===== config.mk =====
export PLATFORM = sky130hd
export DESIGN_NAME = wave_bank_reader_flat
export DESIGN_NICKNAME = d
export VERILOG_FILES = /design/src/rtl/wave_pkg.sv /design/src/rtl/wave_bank_reader_if.sv /design/src/rtl/wave_addr_ctr.sv /design/src/rtl/wave_bank_reader.sv /design/src/flat_wrapper.sv
export SDC_FILE = /design/constraint.sdc
export NUM_CORES = 1
export LEC_CHECK = 0
export BUFFER_PORTS_ARGS = -buffer_cell sky130_fd_sc_hd__buf_2
export CAP_MARGIN = 20
export CORE_UTILIZATION = 44
export CTS_CLUSTER_DIAMETER = 50
export DETAILED_ROUTE_END_ITERATION = 7
export PLACE_DENSITY = 0.81
export REMOVE_ABC_BUFFERS = 1
export SLEW_MARGIN = 20
export SYNTH_ARGS = -nofsm -noshare
export SYNTH_HDL_FRONTEND = slang
export SYNTH_SLANG_ARGS = --single-unit

===== constraint.sdc =====
create_clock -name clk -period 1.5 [get_ports clk]
set_input_delay 0.3 -clock clk [delete_from_list [all_inputs] [get_ports clk]]
set_output_delay 0.3 -clock clk [all_outputs]
set_load 0.02 [all_outputs]

===== src/rtl/wave_pkg.sv =====
`default_nettype none
// ============================================================================
// Module      : wave_pkg
// Description : Shared widths, bank size and FSM state type for the wavetable
//               bank writer/reader pair.
// Revision    : 1.0 - initial release
// ============================================================================
package wave_pkg;

    localparam int DATA_W     = 16;
    localparam int ADDR_W     = 8;
    localparam int BANK_W     = 4;
    localparam int BANK_WORDS = 1 << ADDR_W;

    typedef enum logic [2:0] {
        ST_IDLE    = 3'd0,
        ST_ARMED   = 3'd1,
        ST_READ    = 3'd2,
        ST_CAPTURE = 3'd3,
        ST_STALL   = 3'd4
    } state_t;

endpackage
`default_nettype wire


===== src/rtl/wave_bank_reader_if.sv =====
`default_nettype none
// ============================================================================
// Module      : wave_bank_reader_if
// Description : Control, RAM read port and sample output bundle of the reader.
// Revision    : 1.0 - initial release
// ============================================================================
interface wave_bank_reader_if;
    import wave_pkg::*;

    logic              enable;
    logic [BANK_W-1:0] WBANK;
    logic              SAMPLE_TICK;
    logic              RD_EN;
    logic [BANK_W-1:0] RBANK;
    logic [ADDR_W-1:0] RADDR;
    logic [DATA_W-1:0] RDATA;
    logic [DATA_W-1:0] SAMPLE;
    logic              SAMPLE_VALID;
    logic              BANK_DONE;
    logic              UNDERRUN;

    modport master (
        input  enable, WBANK, SAMPLE_TICK, RDATA,
        output RD_EN, RBANK, RADDR, SAMPLE, SAMPLE_VALID, BANK_DONE, UNDERRUN
    );

    modport slave (
        output enable, WBANK, SAMPLE_TICK, RDATA,
        input  RD_EN, RBANK, RADDR, SAMPLE, SAMPLE_VALID, BANK_DONE, UNDERRUN
    );

endinterface
`default_nettype wire


===== src/rtl/wave_addr_ctr.sv =====
`default_nettype none
// ============================================================================
// Module      : wave_addr_ctr
// Description : Bank + address counter; address wraps into the next bank.
// Revision    : 1.0 - initial release
// ============================================================================
module wave_addr_ctr
    import wave_pkg::*;
(
    input  wire logic              clk,
    input  wire logic              rst,
    input  wire logic              adv_i,
    output logic [BANK_W-1:0]      bank_o,
    output logic [ADDR_W-1:0]      addr_o,
    output logic [BANK_W-1:0]      bank_next_o,
    output logic                   addr_last_o
);

    logic [BANK_W-1:0] bank_q;
    logic [ADDR_W-1:0] addr_q;

    assign bank_o      = bank_q;
    assign addr_o      = addr_q;
    assign bank_next_o = bank_q + 1'b1;
    assign addr_last_o = (addr_q == {ADDR_W{1'b1}});

    always_ff @(posedge clk) begin
        if (rst) begin
            bank_q <= '0;
            addr_q <= '0;
        end else if (adv_i) begin
            if (addr_last_o) begin
                addr_q <= '0;
                bank_q <= bank_next_o;
            end else begin
                addr_q <= addr_q + 1'b1;
            end
        end
    end

endmodule
`default_nettype wire


===== src/rtl/wave_bank_reader.sv =====
`default_nettype none
// ============================================================================
// Module      : wave_bank_reader
// Description : Streams wave RAM samples one bank behind the writer, one per
//               SAMPLE_TICK, flagging underrun when it catches the writer.
// Revision    : 1.0 - initial release
// ============================================================================
module wave_bank_reader
    import wave_pkg::*;
(
    input  wire logic         clk,
    input  wire logic         rst,
    wave_bank_reader_if.master bus
);

    state_t            state_q, state_d;
    logic              pending_q, pending_d;
    logic              rd_en_q;
    logic [DATA_W-1:0] sample_q, sample_d;
    logic              sample_valid_q, sample_valid_d;
    logic              bank_done_q, bank_done_d;
    logic              underrun_q, underrun_d;
    logic              adv;
    logic [BANK_W-1:0] rbank, bank_next;
    logic [ADDR_W-1:0] raddr;
    logic              addr_last;

    wave_addr_ctr u_ctr (
        .clk         (clk),
        .rst         (rst),
        .adv_i       (adv),
        .bank_o      (rbank),
        .addr_o      (raddr),
        .bank_next_o (bank_next),
        .addr_last_o (addr_last)
    );

    always_comb begin
        state_d        = state_q;
        pending_d      = pending_q;
        sample_d       = sample_q;
        sample_valid_d = 1'b0;
        bank_done_d    = 1'b0;
        underrun_d     = underrun_q;
        adv            = 1'b0;

        case (state_q)
            ST_IDLE: begin
                pending_d = 1'b0;
                if (bus.enable && (bus.WBANK != rbank))
                    state_d = ST_ARMED;
            end
            ST_ARMED: begin
                if (bus.SAMPLE_TICK || pending_q) begin
                    state_d   = ST_READ;
                    pending_d = 1'b0;
                end
            end
            ST_READ: begin
                state_d = ST_CAPTURE;
                if (bus.SAMPLE_TICK)
                    pending_d = 1'b1;
            end
            ST_CAPTURE: begin
                sample_d       = bus.RDATA;
                sample_valid_d = 1'b1;
                adv            = 1'b1;
                state_d        = ST_ARMED;
                if (bus.SAMPLE_TICK)
                    pending_d = 1'b1;
                if (addr_last) begin
                    bank_done_d = 1'b1;
                    if (bank_next == bus.WBANK) begin
                        state_d    = ST_STALL;
                        underrun_d = 1'b1;
                        pending_d  = 1'b0;
                    end
                end
            end
            ST_STALL: begin
                pending_d = 1'b0;
                if (bus.WBANK != rbank)
                    state_d = ST_ARMED;
            end
            default: state_d = ST_IDLE;
        endcase

        // Disable parks in IDLE; a capture in flight still delivers its sample
        // and advances, but a wrap here is not a stall on the writer.
        if (!bus.enable) begin
            state_d    = ST_IDLE;
            pending_d  = 1'b0;
            underrun_d = underrun_q;
        end
    end

    always_ff @(posedge clk) begin
        if (rst) begin
            state_q        <= ST_IDLE;
            pending_q      <= 1'b0;
            rd_en_q        <= 1'b0;
            sample_q       <= '0;
            sample_valid_q <= 1'b0;
            bank_done_q    <= 1'b0;
            underrun_q     <= 1'b0;
        end else begin
            state_q        <= state_d;
            pending_q      <= pending_d;
            rd_en_q        <= (state_d == ST_READ);
            sample_q       <= sample_d;
            sample_valid_q <= sample_valid_d;
            bank_done_q    <= bank_done_d;
            underrun_q     <= underrun_d;
        end
    end

    assign bus.RD_EN        = rd_en_q;
    assign bus.RBANK        = rbank;
    assign bus.RADDR        = raddr;
    assign bus.SAMPLE       = sample_q;
    assign bus.SAMPLE_VALID = sample_valid_q;
    assign bus.BANK_DONE    = bank_done_q;
    assign bus.UNDERRUN     = underrun_q;

endmodule
`default_nettype wire

===== src/flat_wrapper.sv =====
// flat-port wrapper written by rule: the top's interface ports become plain ports
module wave_bank_reader_flat import wave_pkg::*;
  (clk, rst, bus_enable, bus_WBANK, bus_SAMPLE_TICK, bus_RDATA, bus_RD_EN, bus_RBANK, bus_RADDR, bus_SAMPLE, bus_SAMPLE_VALID, bus_BANK_DONE, bus_UNDERRUN);
  wave_bank_reader_if bus_i ();
  input  wire logic clk;
  input  wire logic rst;
  input wire logic [$bits(bus_i.enable)-1:0] bus_enable;
  input wire logic [$bits(bus_i.WBANK)-1:0] bus_WBANK;
  input wire logic [$bits(bus_i.SAMPLE_TICK)-1:0] bus_SAMPLE_TICK;
  input wire logic [$bits(bus_i.RDATA)-1:0] bus_RDATA;
  output wire logic [$bits(bus_i.RD_EN)-1:0] bus_RD_EN;
  output wire logic [$bits(bus_i.RBANK)-1:0] bus_RBANK;
  output wire logic [$bits(bus_i.RADDR)-1:0] bus_RADDR;
  output wire logic [$bits(bus_i.SAMPLE)-1:0] bus_SAMPLE;
  output wire logic [$bits(bus_i.SAMPLE_VALID)-1:0] bus_SAMPLE_VALID;
  output wire logic [$bits(bus_i.BANK_DONE)-1:0] bus_BANK_DONE;
  output wire logic [$bits(bus_i.UNDERRUN)-1:0] bus_UNDERRUN;
  assign bus_i.enable = bus_enable;
  assign bus_i.WBANK = bus_WBANK;
  assign bus_i.SAMPLE_TICK = bus_SAMPLE_TICK;
  assign bus_i.RDATA = bus_RDATA;
  assign bus_RD_EN = bus_i.RD_EN;
  assign bus_RBANK = bus_i.RBANK;
  assign bus_RADDR = bus_i.RADDR;
  assign bus_SAMPLE = bus_i.SAMPLE;
  assign bus_SAMPLE_VALID = bus_i.SAMPLE_VALID;
  assign bus_BANK_DONE = bus_i.BANK_DONE;
  assign bus_UNDERRUN = bus_i.UNDERRUN;
  wave_bank_reader u_core (.clk(clk), .rst(rst), .bus(bus_i));
endmodule

Word-level counts from Yosys, hierarchy flattened. Cells that the tools add are included.

Output and inout port bits: 32. Bits in registers: 36.

Mux-type cells: 15. $add $sub $neg: 2. Equal/unequal tests: 9. Bitwise gates (word level): 2. Reduce and logical (&&, ||, !) cells: 10.

Operator list (count): 3-bit 2-to-1 mux (6); 3-bit case mux with 5 select lines (1); 3-bit by 2-bit equality test with 1-bit output (second input constant) (3); 8-bit by 1-bit adder with 8-bit output (second input constant) (1); 8-bit equality test (second input constant) (1); 8-bit 2-to-1 mux (1); 1-bit 2-to-1 mux (6); 2-bit OR reduction (3); 4-bit by 1-bit adder with 4-bit output (second input constant) (1); 4-bit equality test (1); 4-bit inequality test (1); 1-bit case mux with 4 select lines (1); 2-bit AND reduction (2); 4-bit AND reduction (1); 4-bit nonzero test (1); 3-bit by 1-bit equality test with 1-bit output (second input constant) (1); 3-bit equality test (second input constant) (1); 3-bit zero test (1); 2-bit by 1-bit inequality test with 1-bit output (second input constant) (1); 1-bit NOT (2); 1-bit logical AND (1); 1-bit logical OR (1).

Longest topological paths before layout.
Depth in word-level cells: 7. Gate-level depth with buffers: 5. Mapped depth without buffers: 5.

Hierarchy. A second synthesis with hierarchy kept.

Cells, all modules: 186. Area total of the unflattened synthesis: 1579.0 um^2.

By module, submodules not included: wave_bank_reader (cells an instance 117, area each 979.7 um^2, seq. area each 480.5 um^2, instances 1); wave_addr_ctr (cells an instance 69, area each 599.3 um^2, seq. area each 240.2 um^2, instances 1).

Least setup slack after synthesis. Ideal clock, no wire load.

Path type: flip-flop to flip-flop. Start point: register u_core.u_ctr.bank_q[0], in the netlist u_core.u_ctr.bank_o[0]. End point: register u_core.pending_q. Library setup time: 0.115 ns. Buffers on the path: 0. Path slack: -0.230 ns. Data required time: 1.385 ns. Cell stages (with the launch flop): 6. Data arrival time: 1.615 ns. Period minus slack after synthesis: 1.730 ns. Cell sequence: dfxtp_1 -> ha_1 -> xor2_1 -> nor4b_4 -> nand4_2 -> o21a_1.

Cells in the longest elaborated chain, start to end: 5.

Ends and longest elaborated chain: start: declaration (line wave_addr_ctr.sv:19) `logic [BANK_W-1:0] bank_q;`; start signal: assignment (line wave_addr_ctr.sv:34) `bank_q <= bank_next_o;`; 4-bit by 1-bit adder with 4-bit output (line wave_addr_ctr.sv:24) `assign bank_next_o = bank_q + 1'b1;`; via u_core.bank_next[1] (line wave_bank_reader.sv:24) `logic [BANK_W-1:0] rbank, bank_next;`; 4-bit equality test (line wave_bank_reader.sv:73) `if (bank_next == bus.WBANK) begin`; 1-bit 2-to-1 mux (line wave_bank_reader.sv:73); 1-bit 2-to-1 mux (line wave_bank_reader.sv:71) `if (addr_last) begin`; 1-bit case mux with 4 select lines (line wave_bank_reader.sv:47) `case (state_q)`; end signal: assignment (line wave_bank_reader.sv:108) `pending_q <= pending_d;`; end: declaration (line wave_bank_reader.sv:17) `logic pending_q, pending_d;`.

The timed path passes the listed nets, and every way through them passes these cells. A chain may end at the register's enable or synchronous reset.

Worst setup path in the final report.
Start point: register u_core.u_ctr.bank_q[1], in the netlist u_core.u_ctr.bank_o[1]. End point: register u_core.state_q[0].

Cells in the longest elaborated chain, start to end: 6. Elaborated cells between the ends (all ways): 10. Those cells by class: 1 x add/sub; 2 x eq/ne; 6 x mux; 1 x reduce/logical.

Ends and longest elaborated chain: 4-bit by 1-bit adder with 4-bit output (line wave_addr_ctr.sv:24); via u_core.bank_next[1] (line wave_bank_reader.sv:24); 4-bit equality test (line wave_bank_reader.sv:73); 3-bit 2-to-1 mux (line wave_bank_reader.sv:73); 3-bit 2-to-1 mux (line wave_bank_reader.sv:71); 3-bit case mux with 5 select lines (line wave_bank_reader.sv:47); 3-bit 2-to-1 mux (line wave_bank_reader.sv:90) `if (!bus.enable) begin`; end signal: assignment (line wave_bank_reader.sv:107) `state_q <= state_d;`; end: declaration (line wave_bank_reader.sv:16) `state_t state_q, state_d;`.

The timed path passes the listed nets, and every way through them passes these cells.

==> impl_metrics.csv <==
group,metric,value,unit
floorplanning,start_util,0.462,
critical_path,ff2ff_setup_slack,-0.03,ns
synth,synthTopCellsByArea,"dfxtp_1, nand2_1, a21oi_1",
grt,grt_pass1_wl,5.41,mm
synth,yosys.area.top_type_share,0.464,
finish,multiInputGateArea,827,um^2
clock_network,path_clk_slew,0.11,ns
clock_network,hold_buffers,0,
clock_network,clockBufferDepth,2,
floorplanning,dieArea,0.00377,mm^2
critical_path,setup.worst_path.start,"u_core.u_ctr.bank_o[1]$_SDFFE_PP0P_",
synth,synth_async_sr_flop_share,0,
critical_path,start_kind,"flop",
status,violations,"setup timing",
synth,synth-compound-area-share,0.113,
finish,design_area,0.00211,mm^2
finish,antenna_cells,0,
clock_network,cts_sinks,36,
floorplanning,die_h,61.4,um
power_and_ir_drop,p_per_area,773,mW/mm^2
synth,synthMuxAreaShare,0.00644,
finish,areaGrowthSynthToFinish,35.5,%
clock_network,cts_tree,"done",
status,status,"finished with violations",
floorplanning,num_rows,21,
synth,synth_seq_area_share,0.464,
critical_path,r2r-start,"u_core.u_ctr.bank_o[1]$_SDFFE_PP0P_",
critical_path,critPathSlowestCell,"dfxtp_2",
critical_path,cp_cell_sequence,"ha_4 -> xor2_2 -> nor4b_4 -> nand4_2 -> a22o_1",
placement,numPortBuffers,55,
routing,routed_via_density,4.84,
timing,final_hold_viol_count,0,
finish,seq_area,723,um^2
routing,ant_nets,0,
floorplanning,coreArea,0.00336,mm^2
grt,grt_pass1_vias,1239,
clock_network,cts_setup_buffers,0,
synth,synth_edf_count,0,
grt,grt.total_usage,0.199,
grt,overflow,0,
routing,drt_iter0_drc,37,
clock_network,root_buffer,"clkbuf_4",
timing,fmax,654,MHz
power_and_ir_drop,p_leak,0.000992,uW
routing,routed-via-count,1422,
placement,place_area,0.00198,mm^2
grt,antenna_found_initial,0,
timing,finalMaxSlewViolations,0,
synth,synth-simple-area-share,0.271,
critical_path,max_stage_delay,0.35,ns
timing,finClkSkew,0.00888,ns
timing,fin_setup_tns,-0.0380,ns
clock_network,numCtsBuffers,5,
synth,yosys.cell_types.count,37,
critical_path,arrival,1.77,ns
placement,gp_congestion,0.787,
synth,synth-adder-area-share,0.0161,
critical_path,required,1.74,ns
critical_path,cp-end-kind,"flop",
critical_path,cp_top_family,"simple AND/OR/NAND/NOR gates",
routing,drc,0,
finish,nets,274,
timing,period_needed,1.53,ns
critical_path,worstPathMaxFanout,5,
routing,routed_wl,3.46,mm
synth,syn_area_per_cell,8.88,um^2
synth,yosysWarnings,0,
critical_path,critPathKind,"flop to flop",
synth,netlist_area,0.00155,mm^2
power_and_ir_drop,ir_drop,631,uV
worst_hold_path,holdPathStages,3,
critical_path,rr_worst_depth,5,
synth,synth_ff_type,"dfxtp_1",
synth,ys_ff_latch,36,
floorplanning,die-width,61.4,um
timing,slew_headroom,0.800,
finish,drive_above_1_share,0.383,
critical_path,r2r-end,"u_core.state_q[0]$_SDFF_PP0_",
critical_path,critPathBufInv,0,
timing,setup_ws,-0.0295,ns
timing,worst_pin_slew,0.299,ns
synth,synth-xor-area-share,0.0902,
clock_network,h-tree-depth,2,
run,maxCapViolations,0,
synth,synth_top_family_by_area,"simple AND/OR/NAND/NOR gates",
grt,grt_max_degree,14,
placement,hpwl,2.60,mm
clock_network,clock_latency,0.34,ns
synth,yosys.area.top_type,"dfxtp_1",
finish,num-fill-cells,336,
synth,syn_inst,175,
routing,firstDrtPassIters,4,
worst_hold_path,min_to,"u_core.bus.SAMPLE[13]$_SDFFE_PP0P_",
timing,setup_viol_count_final,2,
finish,final_util,0.626,
timing,fin_crit_sh,1.02,
worst_hold_path,hp-start,"bus_RDATA[13]",
routing,routedWlPerCell,11.8,um
floorplanning,io-pin-count,56,
worst_hold_path,hold_class,"input pin to flop",
timing,rsz0062_at_grt,"yes",
[worst max-delay path by stage]
stage	end	slack (ns)	depth (start not counted)
global route	u_core.state_q[0]$_SDFF_PP0_	-0.08	5
CTS	u_core.state_q[0]$_SDFF_PP0_	-0.05	5
detailed placement	u_core.state_q[0]$_SDFF_PP0_	-0.12	5
global placement	u_core.pending_q$_SDFFE_PP0P_	-0.08	5
finish	u_core.state_q[0]$_SDFF_PP0_	-0.03	5
floorplan	u_core.pending_q$_SDFFE_PP0P_	-0.23	5
[sequential cells by signal, indices dropped and copies added (netlist names)]
signal	cells
u_core.bus.BANK_DONE	1
u_core.bus.RD_EN	1
u_core.bus.SAMPLE	16
u_core.bus.SAMPLE_VALID	1
u_core.bus.UNDERRUN	1
u_core.pending_q	1
u_core.state_q	3
u_core.u_ctr.addr_o	8
u_core.u_ctr.bank_o	4
[timing repair]
item | 4_1_cts | 5_1_grt
setup endpoints to repair | 5 | 12
pin swaps | 5 | 4
cloned | 0 | 0
resized for setup | 4 | 5
[cells in the final DEF (no fill, tap or decap), drive strengths merged]
| cell type | instances |
|---|---|
| clkbuf | 7 |
| ha | 2 |
| o21bai | 1 |
| nand3 | 4 |
| o22ai | 2 |
| or2 | 1 |
| nor4 | 4 |
| a211oi | 1 |
| nand2b | 3 |
| a22o | 1 |
| and3b | 1 |
| a21boi | 1 |
| and3 | 1 |
| a22oi | 1 |
| nand2 | 37 |
| nor2 | 13 |
| nor4b | 1 |
| xor2 | 9 |
| a21oi | 17 |
| nor2b | 4 |
| xnor2 | 7 |
| o21a | 1 |
| buf | 73 |
| dfxtp | 36 |
| a21o | 1 |
| nand3b | 1 |
| nor3 | 2 |
| inv | 6 |
| mux2i | 1 |
| nand4 | 5 |
| o21ai | 4 |
[kinds of logic after synthesis]
kind of cell | count (synthesis)
mux | 1
fa+ha+maj | 2
compound gates | 30
xor+xnor | 16
buf+inv | 13
flops | 36
simple gates | 77
[cells in the mapped netlist, drive strengths merged, types with 2 or more instances]
master  count
a21oi      17
buf         4
clkbuf      3
dfxtp      36
ha          2
inv         6
nand2      37
nand2b      3
nand3       4
nand4       5
nor2       13
nor2b       4
nor3        2
nor4        4
o21ai       4
o22ai       2
xnor2       7
xor2        9
[through the flow]
stage	cells	setup WS [ns]	hold WS, ns	power [uW]
after floorplan	168	-0.230	0.369	1010
after global placement	287	-0.0762	0.440	1070
after detailed placement	287	-0.115	0.447	1070
after CTS	294	-0.0545	0.184	1630
after global routing	294	-0.0786	0.181	1690
final	294	-0.0295	0.180	1630
[tightest hold or removal path, delay by kind of cell]
kind	cells	cell delay, ns
buffers and inverters	1	0.09
AOI/OAI and AO/OA	1	0.05
and+or+nand+nor	1	0.04
[per-layer routing]
metal | vias up | global-route usage | wire length [um]
li1 | 729 | - | -
met1 | 655 | 0.236 | 1530
met2 | 35 | 0.334 | 1730
met3 | 3 | 0.0609 | 170
met4 | 0 | 0.0825 | 29
met5 | - | 0 | 0
[power breakdown]
| group | internal [uW] | switching, uW | total (uW) |
|---|---|---|---|
| registers | 958 | 3.77 | 962 |
| logic | 45.2 | 45.5 | 90.7 |
| clock network | 266 | 310 | 575 |
| total | 1270 | 359 | 1630 |
[cell type report]
type | instances | share of cell area
flip-flops and latches | 36 | 0.343
repair buffers | 73 | 0.195
well taps | 46 | 0.0273
clock buffers | 7 | 0.0309
inverters | 6 | 0.0107
multi-input cells | 126 | 0.393
Power figures use the tool's default switching activity.
